--- config.mk ---
export PLATFORM = sky130hd
export DESIGN_NAME = exec_unit
export DESIGN_NICKNAME = d
export VERILOG_FILES = /design/src/rtl/exec_pkg.sv /design/src/rtl/exec_unit_alu.sv /design/src/rtl/exec_unit.sv
export SDC_FILE = /design/constraint.sdc
export NUM_CORES = 1
export LEC_CHECK = 0
export BUFFER_PORTS_ARGS = -buffer_cell sky130_fd_sc_hd__buf_2
export CORE_MARGIN = 1.5
export CORE_UTILIZATION = 49
export CTS_BUF_LIST = sky130_fd_sc_hd__clkbuf_8
export CTS_CLUSTER_DIAMETER = 100
export DETAILED_ROUTE_END_ITERATION = 10
export PLACE_DENSITY = 0.72
export SLEW_MARGIN = 15
export SYNTH_ARGS = -nofsm -noshare
export SYNTH_HDL_FRONTEND = slang
export SYNTH_HIERARCHICAL = 1
export SYNTH_SLANG_ARGS = --single-unit
--- constraint.sdc ---
create_clock -name clk -period 9.15 [get_ports clk]
set_input_delay 0.915 -clock clk [delete_from_list [all_inputs] [get_ports clk]]
set_output_delay 0.915 -clock clk [all_outputs]
set_load 0.01 [all_outputs]
--- src/rtl/exec_pkg.sv ---
// Execute-stage shared definitions: ALU op encoding and datapath width default.
package exec_pkg;

  localparam int WIDTH_DEF = 32;

  typedef enum logic [2:0] {
    ALU_ADD  = 3'b000,
    ALU_SUB  = 3'b001,
    ALU_AND  = 3'b010,
    ALU_OR   = 3'b011,
    ALU_SLT  = 3'b100,
    ALU_SLTU = 3'b101,
    ALU_XOR  = 3'b110,
    ALU_NOR  = 3'b111
  } alu_op_e;

endpackage

--- src/rtl/exec_unit_alu.sv ---
// Combinational ALU for the execute stage.
// ALU_OVERFLOW_EN adds a signed add/sub overflow flag.
module alu
  import exec_pkg::*;
#(
  parameter int WIDTH = WIDTH_DEF
) (
  input  logic [WIDTH-1:0] A,
  input  logic [WIDTH-1:0] B,
  input  logic [2:0]       ALUop,
`ifdef ALU_OVERFLOW_EN
  output logic             ovf,
`endif
  output logic [WIDTH-1:0] result,
  output logic             zero
);

  logic [WIDTH-1:0] sum;
  logic [WIDTH-1:0] diff;

  assign sum  = A + B;
  assign diff = A - B;

  // Operation select; add/sub wrap silently
  always_comb begin
    result = '0;
    case (alu_op_e'(ALUop))
      ALU_ADD:  result = sum;
      ALU_SUB:  result = diff;
      ALU_AND:  result = A & B;
      ALU_OR:   result = A | B;
      ALU_SLT:  result = {{(WIDTH-1){1'b0}}, ($signed(A) < $signed(B))};
      ALU_SLTU: result = {{(WIDTH-1){1'b0}}, (A < B)};
      ALU_XOR:  result = A ^ B;
      ALU_NOR:  result = ~(A | B);
      default:  result = '0;
    endcase
  end

  assign zero = (result == '0);

`ifdef ALU_OVERFLOW_EN
  // Signed overflow: operands agree in sign (sub: B inverted) but result differs
  always_comb begin
    ovf = 1'b0;
    case (alu_op_e'(ALUop))
      ALU_ADD: ovf = (A[WIDTH-1] == B[WIDTH-1]) && (sum[WIDTH-1]  != A[WIDTH-1]);
      ALU_SUB: ovf = (A[WIDTH-1] != B[WIDTH-1]) && (diff[WIDTH-1] != A[WIDTH-1]);
      default: ovf = 1'b0;
    endcase
  end
`endif

endmodule

--- src/rtl/exec_unit.sv ---
// Execute stage: operand mux, immediate extender, ALU, branch-target adder,
// destination select, all captured in one output register (latency 1).
// Optional feature macro: ALU_OVERFLOW_EN (adds registered ovf output).
module exec_unit
  import exec_pkg::*;
#(
  parameter int WIDTH = WIDTH_DEF
) (
  input  logic             clk,
  input  logic             reset,
  input  logic [WIDTH-1:0] PC,
  input  logic [WIDTH-1:0] busA,
  input  logic [WIDTH-1:0] busB,
  input  logic [31:0]      instr,
  input  logic [2:0]       ALUop,
  input  logic             ExtOp,
  input  logic             ALUSrc,
  input  logic             RegDst,
`ifdef ALU_OVERFLOW_EN
  output logic             ovf,
`endif
  output logic [WIDTH-1:0] ALUout,
  output logic             zero,
  output logic [WIDTH-1:0] Target,
  output logic [4:0]       Regout
);

  logic [15:0]      imm16;
  logic [WIDTH-1:0] imm_sext;
  logic [WIDTH-1:0] imm_ext;
  logic [WIDTH-1:0] alu_b;
  logic [WIDTH-1:0] alu_res;
  logic             alu_zero;
  logic [WIDTH-1:0] tgt_nxt;
  logic [4:0]       dst_nxt;
`ifdef ALU_OVERFLOW_EN
  logic             alu_ovf;
`endif

  assign imm16    = instr[15:0];
  assign imm_sext = {{(WIDTH-16){imm16[15]}}, imm16};
  assign imm_ext  = ExtOp ? imm_sext : {{(WIDTH-16){1'b0}}, imm16};
  assign alu_b    = ALUSrc ? imm_ext : busB;
  // Branch target always uses sign extension, independent of ExtOp
  assign tgt_nxt  = PC + (imm_sext << 2);
  assign dst_nxt  = RegDst ? instr[15:11] : instr[20:16];

  alu #(.WIDTH(WIDTH)) u_alu (
    .A      (busA),
    .B      (alu_b),
    .ALUop  (ALUop),
`ifdef ALU_OVERFLOW_EN
    .ovf    (alu_ovf),
`endif
    .result (alu_res),
    .zero   (alu_zero)
  );

  // Output register; reset forces a zero result, so zero flag reads 1
  always_ff @(posedge clk) begin
    if (reset) begin
      ALUout <= '0;
      zero   <= 1'b1;
      Target <= '0;
      Regout <= '0;
`ifdef ALU_OVERFLOW_EN
      ovf    <= 1'b0;
`endif
    end else begin
      ALUout <= alu_res;
      zero   <= alu_zero;
      Target <= tgt_nxt;
      Regout <= dst_nxt;
`ifdef ALU_OVERFLOW_EN
      ovf    <= alu_ovf;
`endif
    end
  end

endmodule

-- Word-level counts from Yosys, hierarchy flattened
Index checks and enable logic that the tools add are counted.
- output and inout port bits: 70
- flip-flop bits (word level): 70
- logic and storage cells: 26
- input bits: 136
- bitwise logic cells: 4
- magnitude comparators: 2
- equal/unequal tests: 7
- reduce and logical (&&, ||, !) cells: 2
- mux-type cells: 4
- $add $sub $neg: 3
- operators by type and width (cell ; number):
    $pmux 32 s8 ; 1
    $add 32x32->32 ; 2
    $lt 32x32->1 ; 2
    $mux 32 ; 2
    $and 32x32->32 ; 1
    $logic_not 32->1 ; 1
    $not 32->32 ; 1
    $or 32x32->32 ; 1
    $sub 32x32->32 ; 1
    $xor 32x32->32 ; 1
    $eq 3x3->1 const B ; 4
    $eq 3x2->1 const B ; 2
    $mux 5 ; 1
    $eq 3x1->1 const B ; 1
    $logic_not 3->1 ; 1

-- Longest topological paths before layout
Gate-level depths: netlist (run 1).
- word-level depth: 6
- mapped depth: 19
- depth with buffers taken out: 15

-- Modules after synthesis
The synthesis (run 1) kept the hierarchy.
- modules (own cells, without submodules) (module ; cells an instance ; instances ; area each (µm²) ; seq. area each (µm²)):
    alu ; 940 ; 1 ; 6258.5 ; 0.0
    exec_unit ; 476 ; 1 ; 4119.0 ; 1401.3

-- Worst setup path after synthesis (run 1)
Ideal clock, no wire load.
- kind: input to register
- from: in ALUSrc
- to: reg zero
- slack: 4012 ps
- library setup time: 57 ps
- data required time: 9093 ps
- stages on the path: 17
- buffers on the path: 3
- arrival time: 5081 ps
- cell sequence: clkbuf_1 > clkbuf_1 > mux2_2 > inv_1 > ha_1 > buf_2 > a21o_1 > a221oi_2 > mux2i_1 > nand4_1 > or4_1 > or3_1 > or4_1 > nor4b_2 > and4_1 > nor4bb_4 > or2_2
- elaborated cells between the ends (all ways): 11
- classes of those cells: add/sub (2); order compare (2); mux (2); bitwise (4); reduce/logical (1)
- RTL lines (what ; line ; RTL):
    from (decl) ; exec_unit.sv:17 ; input logic ALUSrc,
    $mux 32 * ; exec_unit.sv:43 ; assign alu_b = ALUSrc ? imm_ext : busB;
    net alu_b[4] ; exec_unit.sv:31 ; logic [WIDTH-1:0] alu_b;
    $sub 32x32->32 or $add 32x32->32 (tied branches) ; exec_unit_alu.sv:22, exec_unit_alu.sv:21 ;
    $pmux 32 s8 * ; exec_unit_alu.sv:27 ; case (alu_op_e'(ALUop))
    net alu_res[6] ; exec_unit.sv:32 ; logic [WIDTH-1:0] alu_res;
    $logic_not 32->1 * ; exec_unit_alu.sv:40 ; assign zero = (result == '0);
    net alu_zero ; exec_unit.sv:33 ; logic alu_zero;
    to (signal assigned) ; exec_unit.sv:71 ; zero <= alu_zero;
    to (decl) ; exec_unit.sv:23 ; output logic zero,
The timed path passes the listed nets; every way through them passes the cells marked *.
A chain may end at the register's enable or synchronous reset.

-- Final worst setup path (run 1)
Ends and elaborated chain as after synthesis.

==> flow_summary.json, run 1 <==
{
  "crit_end": "zero",
  "synth-seq-cells": 70,
  "power_leakage_uw": 0.00536,
  "dieWidth_um": 149,
  "max_stage_delay_ns": 0.69,
  "grt_setup_unrepaired": "false",
  "num_rows": 53,
  "drcViolationCount": 0,
  "fillCellCount": 2100,
  "cts_buffers": 9,
  "end_kind": "register",
  "io_buffers": 194,
  "num_io_pins": 206,
  "setup-violations-final": 0,
  "antenna_found_initial": 2,
  "numClockSinks": 70,
  "drt_iter0_markers": 1116,
  "layout-drive-gt1-share_pct": 17.9,
  "finalCriticalPeriod_ns": 5.94,
  "syn_area_mm2": 0.0104,
  "syn_inst": 1416,
  "synth_flop_cell": "dfxtp_1",
  "grt_usage_pct": 32.3,
  "cp-startpoint": "ALUSrc",
  "nNetsFinal": 1807,
  "min_path_type": "input port to register",
  "post-place-cells": 1807,
  "synth_edf_count": 0,
  "grt-ovfl-total": 0,
  "ant_nets": 0,
  "stdcell_count": 1825,
  "syn-num-nets": 1680,
  "avgSynthCellArea_um2": 7.33,
  "dieArea_mm2": 0.0221,
  "clk_pin_slew_ns": 0.09,
  "peakVddDrop_v": 0.0000623,
  "crit_top_cell": "o21ai_0",
  "post-cts-setup-buffers": 0,
  "clock_tree.root_cell": "clkbuf_8",
  "synth_cell_types": 100,
  "tightest_slew_ns": 1.13,
  "status": "completed",
  "critPathSlowestCell": "nand3_1",
  "startpoint_type": "input port",
  "vias": 11400,
  "synthArstFlopShare_pct": 0,
  "ys_seq_area_share_pct": 13.5,
  "hpwl_um": 28100,
  "cts_tree": "yes",
  "viasPerCell": 6.27,
  "critPathKind": "input port to register",
  "drt_wl_total_um": 36400,
  "grt_max_degree": 81,
  "die_h_um": 149,
  "cp.required_ns": 9.40,
  "relSlewSlack_pct": 24.2,
  "gp_congestion": 1.01,
  "cts_max_level": 3,
  "drv_cap": 0,
  "netlist.area_leader.share_pct": 15.1,
  "cts_resized": 0,
  "first_pass_iters": 6,
  "post-route-period-util_pct": 64.9,
  "route.detailed.wl_per_inst_um": 20.0,
  "arrival_ns": 6.18,
  "path_cells": "buf_2, nand3_1, o21ai_0, inv_1, ha_1, inv_1, a211oi_1, nor4bb_1, o21ai_0, o21ai_0, o21ai_0, a221oi_1, a221oi_1, a31oi_1, nor4bb_4, or2_2",
  "area_delta_synth_final_pct": 10.9,
  "grt_pass1_vias": 10500,
  "ctsHoldBuffers": 0,
  "clk_path_buf_depth": 2,
  "cp_max_fo": 33,
  "fmax_mhz": 168,
  "synth_top_cell_by_area": "ha_1",
  "hold_violations": 0,
  "grt_pass1_wl_um": 56800,
  "synth_warnings": 6,
  "initial_core_util_pct": 49.7,
  "fin_tns_setup_ns": 0,
  "yosys-top-cells-area": "ha_1 (15%), dfxtp_1 (14%), a21oi_1 (5.1%)",
  "drv_slew": 0,
  "core_region_area_mm2": 0.0209,
  "powerDensity_mw_per_mm2": 119
}
-- layout by cell type, fill, tap and decap left out, types with 13 or more instances in the layout --
cell	n
nand4_1	21
dfxtp_1	70
a211oi_1	17
xnor2_1	18
nor2_1	100
buf_2	194
inv_1	125
nor3_1	45
a21o_1	22
nand2_1	88
nor4_1	22
ha_1	125
mux2_2	17
nand3_1	16
o21a_1	19
nand2b_1	21
or3_1	13
nor2b_1	55
mux2i_1	27
a21oi_1	105
o211ai_1	34
a31oi_1	13
and3_1	14
o21ai_0	100
o22ai_1	14
o31ai_1	16
-- state kept, by name, summed over array words and instances, names as in the netlist --
signal / flops
ALUout: 32
Regout: 5
zero: 1
Target: 32
-- cells in the mapped netlist, drive strengths merged, types with 17 or more instances --
master	n
mux2	24
nor2b	55
nand2	88
mux2i	27
inv	127
dfxtp	70
nor2	100
a211oi	17
nand2b	21
xnor2	18
nand4	21
o21a	19
clkbuf	60
nor4	23
buf	26
nor3	47
a21oi	106
a21o	24
ha	125
o21ai	103
o211ai	35
-- cells by family (layout without fill, tap and decap cells) --
| kind of cell | after synthesis | after routing | synth area share (%) |
|---|---|---|---|
| other | 0 | 2 | 0 |
| xor gates and xnor gates | 24 | 24 | 2.03 |
| muxes | 51 | 51 | 5.21 |
| adders and majority gates | 128 | 128 | 15.6 |
| buffers and inverters | 213 | 345 | 9.04 |
| DFF | 70 | 70 | 13.5 |
| and+or+nand+nor | 449 | 449 | 22.8 |
| AOI/OAI and AO/OA | 481 | 481 | 31.8 |
-- layout make-up --
type                       count  area, um2  share of cell area, %
clock inverter                 6       67.6                  0.587
tap                          275        344                   2.99
antenna                        2       5.00                 0.0435
clock buffer                  10        138                   1.20
timing repair buffer         202       1030                   8.96
multi-input combinational   1133       8040                   69.9
inverter                     127        477                   4.14
sequential                    70       1400                   12.2
-- per-layer routing --
metal / share of wire [%] / vias to the layer above / track usage, %
met3: 8.5 / 93 / 3.93
met2: 44 / 594 / 52.0
li1: - / 5445 / -
met4: 3.7 / 0 / 12.9
met1: 44 / 5307 / 43.7
met5: 0 / - / 0
-- worst min-delay path by stage --
stage	end	cells after the start	startpoint
floorplan	Target[0]	1	PC[0]
global placement	Target[1]	2	PC[1]
detailed placement	Target[1]	2	PC[1]
CTS	Target[1]	2	PC[1]
global route	Target[1]	2	PC[1]
finish	Target[1]	2	PC[1]
-- critical path: cells and delay by family --
family	cells	cell delay [ns]
and+or+nand+nor	4	1.53
adders and majority gates	1	0.46
AOI/OAI and AO/OA	8	2.39
buffers and inverters	3	0.86
-- report_power, final --
group	switching, uW	internal [uW]	total [uW]	leakage, uW
clock network	136	135	271	0.0000993
registers	10.3	339	349	0.000582
logic	465	286	751	0.00468
-- stage by stage --
step                hold slack [ns]  utilization [%]  cell area, um2  setup slack (ns)  total power [uW]
finish                        0.764             55.1           11500              3.21              1370
global route                  0.755             55.1           11500              2.63              1460
CTS                           0.758             55.1           11500              3.27              1350
detailed placement             1.13             54.1           11300              2.91              1090
global placement               1.12             54.1           11300              2.97              1080
floorplan                      1.04                -           10400              4.01               873
Note: power is estimated with default switching activity, not from simulation.
==> inputs of run 2 (changes only) <==
ABC_AREA = 1   (was not set)
clock period = 5.6 ns   (was 9.15 ns; I/O delays follow)
==> run 2 against run 1 <==
  * Clock power grew 85%
  * Area after synthesis grew 9.3%
  * Clock-buffer cell count is the same
  * Utilization grew 0.78 points
  * Sequential power grew 60%
  * Sequential share of layout area shrank 1.1 points
  * Power grew 70%
  * Synthesized cell count grew 46%
  * Final cell count grew 38%
  * Critical endpoint unchanged
  * Highest routed layer unchanged
==> flow_summary.json, run 2 <==
{
  "status": "completed",
  "first_pass_iters": 5,
  "antenna_found_initial": 2,
  "dieArea_mm2": 0.0241,
  "area_delta_synth_final_pct": 11.8,
  "dieWidth_um": 155,
  "tightest_slew_ns": 1.01,
  "route.detailed.wl_per_inst_um": 17.1,
  "yosys-top-cells-area": "nand2_1 (20%), inv_1 (15%), ha_1 (14%)",
  "powerDensity_mw_per_mm2": 184,
  "num_rows": 55,
  "synth_edf_count": 0,
  "avgSynthCellArea_um2": 5.48,
  "max_stage_delay_ns": 0.55,
  "synth_xor_area_share_pct": 0.232,
  "fin_tns_setup_ns": 0,
  "critPathSlowestCell": "a21oi_1",
  "io_buffers": 194,
  "ant_nets": 0,
  "gp_congestion": 1.03,
  "ys_seq_area_share_pct": 12.4,
  "setup-violations-final": 0,
  "fillCellCount": 2482,
  "finalCoreUtilization_pct": 55.9,
  "synth_compound_area_share_pct": 14.3,
  "synthMuxAreaShare_pct": 1.49,
  "mostFrequentLayoutCells": "nand2_1 (597), inv_1 (454), nor2_1 (241), buf_2 (194), nand3_1 (127)",
  "synth_flop_cell": "dfxtp_1",
  "die_h_um": 155,
  "initial_core_util_pct": 49.9,
  "yosys.area_share.simple_pct": 39.2,
  "grt-ovfl-total": 0,
  "nNetsFinal": 2498,
  "relSlewSlack_pct": 32.6,
  "final_area_mm2": 0.0127,
  "clock_tree.root_cell": "clkbuf_8",
  "drcViolationCount": 0,
  "crit_top_cell": "nand2_1",
  "final_common_cell": "nand2_1",
  "layout-drive-gt1-share_pct": 13.5,
  "drt_iter0_markers": 1014,
  "synth_cell_types": 48,
  "synthAdderAreaFrac_pct": 14.3,
  "drt_wl_total_um": 43100,
  "synthMostInstantiatedCell": "nand2_1",
  "grt_max_degree": 41,
  "placed_area_mm2": 0.0125,
  "power_leakage_uw": 0.00768,
  "vias": 13200,
  "viasPerCell": 5.21,
  "cts_buffers": 9,
  "startpoint_type": "input port",
  "post-route-period-util_pct": 76.2,
  "netlist.area_leader.share_pct": 19.8,
  "synth_warnings": 6,
  "synth_top_cell_by_area": "nand2_1",
  "min_path_type": "input port to register",
  "ctsHoldBuffers": 0,
  "arrival_ns": 4.55,
  "critPathKind": "input port to register",
  "synth_top_family_by_area": "simple AND/OR/NAND/NOR gates",
  "synth-seq-cells": 70,
  "cp_max_fo": 18,
  "cp.required_ns": 5.88,
  "syn_area_mm2": 0.0113,
  "hpwl_um": 36700,
  "grt_pass1_wl_um": 66000,
  "syn_inst": 2069,
  "numClockSinks": 70,
  "num_io_pins": 206,
  "drv_slew": 0,
  "cts_max_level": 3,
  "path_cells": "buf_2, nand3_1, o21ai_0, inv_1, ha_1, inv_1, a21oi_1, nand2_1, inv_1, nand2_1, a21oi_1, nand3_1, nand2_1, inv_1, nand2_1, nand2_1, nand3_1, nor2_1, nand2_1, nor2_1, or2_2",
  "cts_resized": 0,
  "core_region_area_mm2": 0.0227,
  "post-cts-setup-buffers": 0,
  "grt_usage_pct": 35.8,
  "hold_violations": 0,
  "clk_pin_slew_ns": 0.09,
  "cts_tree": "yes",
  "end_kind": "register",
  "grt_pass1_vias": 12100,
  "drv_cap": 0,
  "top_regs": "ALUout: 32 flops, Target: 32 flops, Regout: 5 flops",
  "syn-num-nets": 2333,
  "fmax_mhz": 234,
  "finalCriticalPeriod_ns": 4.27,
  "grt_setup_unrepaired": "false",
  "whs_path_depth": 3,
  "peakVddDrop_v": 0.0000917,
  "clk_path_buf_depth": 2,
  "synthArstFlopShare_pct": 0,
  "synthTopCellsByCount": "nand2_1 (597), inv_1 (454), nor2_1 (241)"
}
run 2: stage by stage:
step,power (uW),setup slack [ns],hold slack [ns],instances
after global routing,2500,0.937,0.363,2525
final,2330,1.33,0.369,2525
after CTS,2320,1.35,0.354,2524
after detailed placement,1820,0.940,0.765,2508
after global placement,1810,0.950,0.759,2508
after floorplan,1430,2.35,0.667,2069
run 2: worst paths after layout:
| path | startpoint | end | slack, ns |
|---|---|---|---|
| worst max-delay path | instr[15] | zero | 1.33 |
| worst min-delay path | PC[1] | Target[1] | 0.37 |
run 2: layout make-up:
| cell class | instances | area, um2 | share of cell area, % |
|---|---|---|---|
| Sequential cell | 70 | 1400 | 11.0 |
| Tap cell | 285 | 357 | 2.81 |
| Inverter | 462 | 1730 | 13.7 |
| Clock buffer | 10 | 138 | 1.08 |
| Timing Repair Buffer | 207 | 1070 | 8.42 |
| Antenna cell | 1 | 2.50 | 0.0197 |
| Multi-Input combinational cell | 1484 | 7890 | 62.2 |
| Clock inverter | 6 | 93.8 | 0.740 |
run 2: critical path, delay by kind of cell:
kind	cells	cell delay (ns)
AO/OA/AOI/OAI	3	1.08
adder cells (fa/ha/maj)	1	0.51
buffers and inverters	5	0.75
AND/OR/NAND/NOR	12	1.66
run 2: kinds of logic after synthesis:
logic type | after synthesis
and+or+nand+nor | 1066
buffers and inverters | 515
AOI/OAI and AO/OA | 272
adders and majority gates | 128
DFF | 70
muxes | 15
xor gates and xnor gates | 3
run 2: metal layers:
layer / GRT usage [%] / wire, um / vias to the layer above
li1: - / - / 6739
met1: 42.5 / 18000 / 5814
met2: 64.1 / 20500 / 504
met3: 3.45 / 2500 / 100
met4: 17.7 / 2170 / 0
met5: 0 / 0 / -
run 2: where the power goes:
group,switching [uW],internal [uW],total (uW)
Combinational,868,405,1270
Sequential,11.5,548,560
Clock,236,266,502
==> inputs of run 3 (changes only) <==
ABC_AREA = 0   (was 1)
clock period = 4.3 ns   (was 5.6 ns; I/O delays follow)
==> run 3 against run 2 <==
  * First-iteration DRC count grew 14%
  * Setup slack lost 1.2 ns
  * Design area grew 4.1%
  * Routed wire length shrank 8.3%
  * Utilization grew 7.4 points
  * Global-route usage shrank 0.93 points
  * Clock power grew 30%
  * Non-clock buffer count grew 205
  * Largest cell class unchanged
  * Highest routed layer is now met5
==> flow_summary.json, run 3 (synthesis results as in run 1) <==
{
  "status": "completed",
  "critPathSlowestCell": "or4_1",
  "n_antenna_cell": 0,
  "min_path_type": "input port to register",
  "first_pass_iters": 8,
  "num_io_pins": 206,
  "arrival_ns": 4.45,
  "core_region_area_mm2": 0.0209,
  "drv_slew": 0,
  "path_cells": "buf_6, mux2_4, ha_2, fa_2, a21o_2, a221oi_4, mux2i_1, nand4_1, or4_1, or3_1, or4_4, nor4b_2, and4_1, nor4bb_4, or2_4",
  "gp_congestion": 1.10,
  "dieWidth_um": 149,
  "drcViolationCount": 0,
  "grt_max_degree": 42,
  "area_delta_synth_final_pct": 27.2,
  "viasPerCell": 6.13,
  "setup-violations-final": 0,
  "drv_cap": 0,
  "fmax_mhz": 240,
  "cp.required_ns": 4.59,
  "max_stage_delay_ns": 0.48,
  "end_kind": "register",
  "clk_pin_slew_ns": 0.09,
  "clock_tree.root_cell": "clkbuf_8",
  "vias": 12400,
  "critPathKind": "input port to register",
  "io_buffers": 194,
  "grt-ovfl-total": 0,
  "stdcell_count": 2032,
  "final_common_cell": "buf_4",
  "nNetsFinal": 2017,
  "post-place-cells": 2017,
  "grt_pass1_wl_um": 60900,
  "drt_iter0_markers": 1161,
  "whs_path_depth": 2,
  "cts_max_level": 3,
  "finalCriticalPeriod_ns": 4.16,
  "top_regs": "ALUout: 32 flops, Target: 32 flops, Regout: 5 flops",
  "post-route-period-util_pct": 96.8,
  "layout-drive-gt1-share_pct": 28.1,
  "cts_buffers": 9,
  "hpwl_um": 32100,
  "cts_tree": "yes",
  "num_rows": 53,
  "grt_pass1_vias": 11400,
  "clk_path_buf_depth": 2,
  "ctsHoldBuffers": 0,
  "whs_endpoint": "Target[0]",
  "regArea_mm2": 0.00140,
  "hold_violations": 0,
  "peakVddDrop_v": 0.000195,
  "cp_max_fo": 11,
  "tightest_slew_ns": 0.889,
  "startpoint_type": "input port",
  "antenna_found_initial": 1,
  "dieArea_mm2": 0.0221,
  "initial_core_util_pct": 49.7,
  "drt_wl_total_um": 39600,
  "relSlewSlack_pct": 40.5,
  "power_leakage_uw": 0.00642,
  "grt_usage_pct": 34.8,
  "holdCritStartpoint": "PC[0]",
  "route.detailed.wl_per_inst_um": 19.5,
  "fillCellCount": 1939,
  "powerDensity_mw_per_mm2": 253,
  "die_h_um": 149,
  "ant_nets": 0,
  "holdWs_ns": 0.274,
  "multi_input_area_mm2": 0.00811,
  "mostFrequentLayoutCells": "buf_4 (215), buf_2 (193), inv_1 (125), ha_1 (123), a21oi_1 (104)",
  "numClockSinks": 70
}
-- run 3: cell types whose count changed in the layout (fill, tap and decap cells not counted), moves of 23 or more --
cell,delta
buf_4,+202
nor2_1,-141
o21ai_0,+23
nand2_1,-509
nor2b_1,+55
nor3_1,+35
mux2i_1,+27
o211ai_1,+31
nand3_1,-111
inv_1,-329
-- run 3: final cells by class --
class                      count  area share [%]
tap                          275            2.61
multi-input combinational   1133            61.4
clock inverter                 6           0.843
sequential                    70            10.6
clock buffer                   9           0.938
timing repair buffer         412            20.0
inverter                     127            3.61
-- run 3: worst max-delay path by stage --
| stage | start | to | slack [ns] | depth (start not counted) |
|---|---|---|---|---|
| after floorplan | ALUSrc | zero | 0.03 | 17 |
| after global placement | ALUSrc | zero | -0.40 | 16 |
| after detailed placement | ALUSrc | zero | -0.45 | 16 |
| after CTS | ALUSrc | zero | 0.07 | 15 |
| after global routing | ALUSrc | zero | -0.04 | 16 |
| final | ALUSrc | zero | 0.14 | 15 |
-- run 3: timing repair --
action / in CTS / in global routing
gates resized for setup: 3 / 16
endpoints found under the setup margin: 1 / 2
setup buffers: 0 / 0
-- run 3: per-stage QoR --
step | TNS, ns | worst slack (ns) | cell area [um2] | utilization (%) | total power (uW)
final | 0 | 0.136 | 13200 | 63.2 | 3350
after global routing | -0.0436 | -0.0436 | 13200 | 63.2 | 3530
after CTS | 0 | 0.0731 | 13100 | 62.9 | 3290
after floorplan | 0 | 0.0259 | 10400 | - | 1870
after global placement | -0.536 | -0.398 | 12900 | 61.7 | 2610
after detailed placement | -0.768 | -0.452 | 12900 | 61.7 | 2630
-- run 3: critical path, delay by kind of cell --
family / cells / cell delay (ns)
simple gates: 8 / 2.16
mux: 2 / 0.61
fa+ha+maj: 2 / 0.54
compound gates: 2 / 0.54
buf+inv: 1 / 0.15
-- run 3: report_power, final --
part / total, uW / internal [uW] / switching (uW)
registers: 742 / 721 / 20.6
clock network: 655 / 382 / 273
logic: 1950 / 858 / 1090
total: 3350 / 1960 / 1380
-- run 3: metal layers --
layer / track usage [%] / vias to the layer above / wire length, um
met5: 0 / - / 11
met2: 55.6 / 664 / 17400
met3: 4.69 / 102 / 3580
li1: - / 5870 / -
met1: 47.8 / 5811 / 17300
met4: 12.6 / 2 / 1280
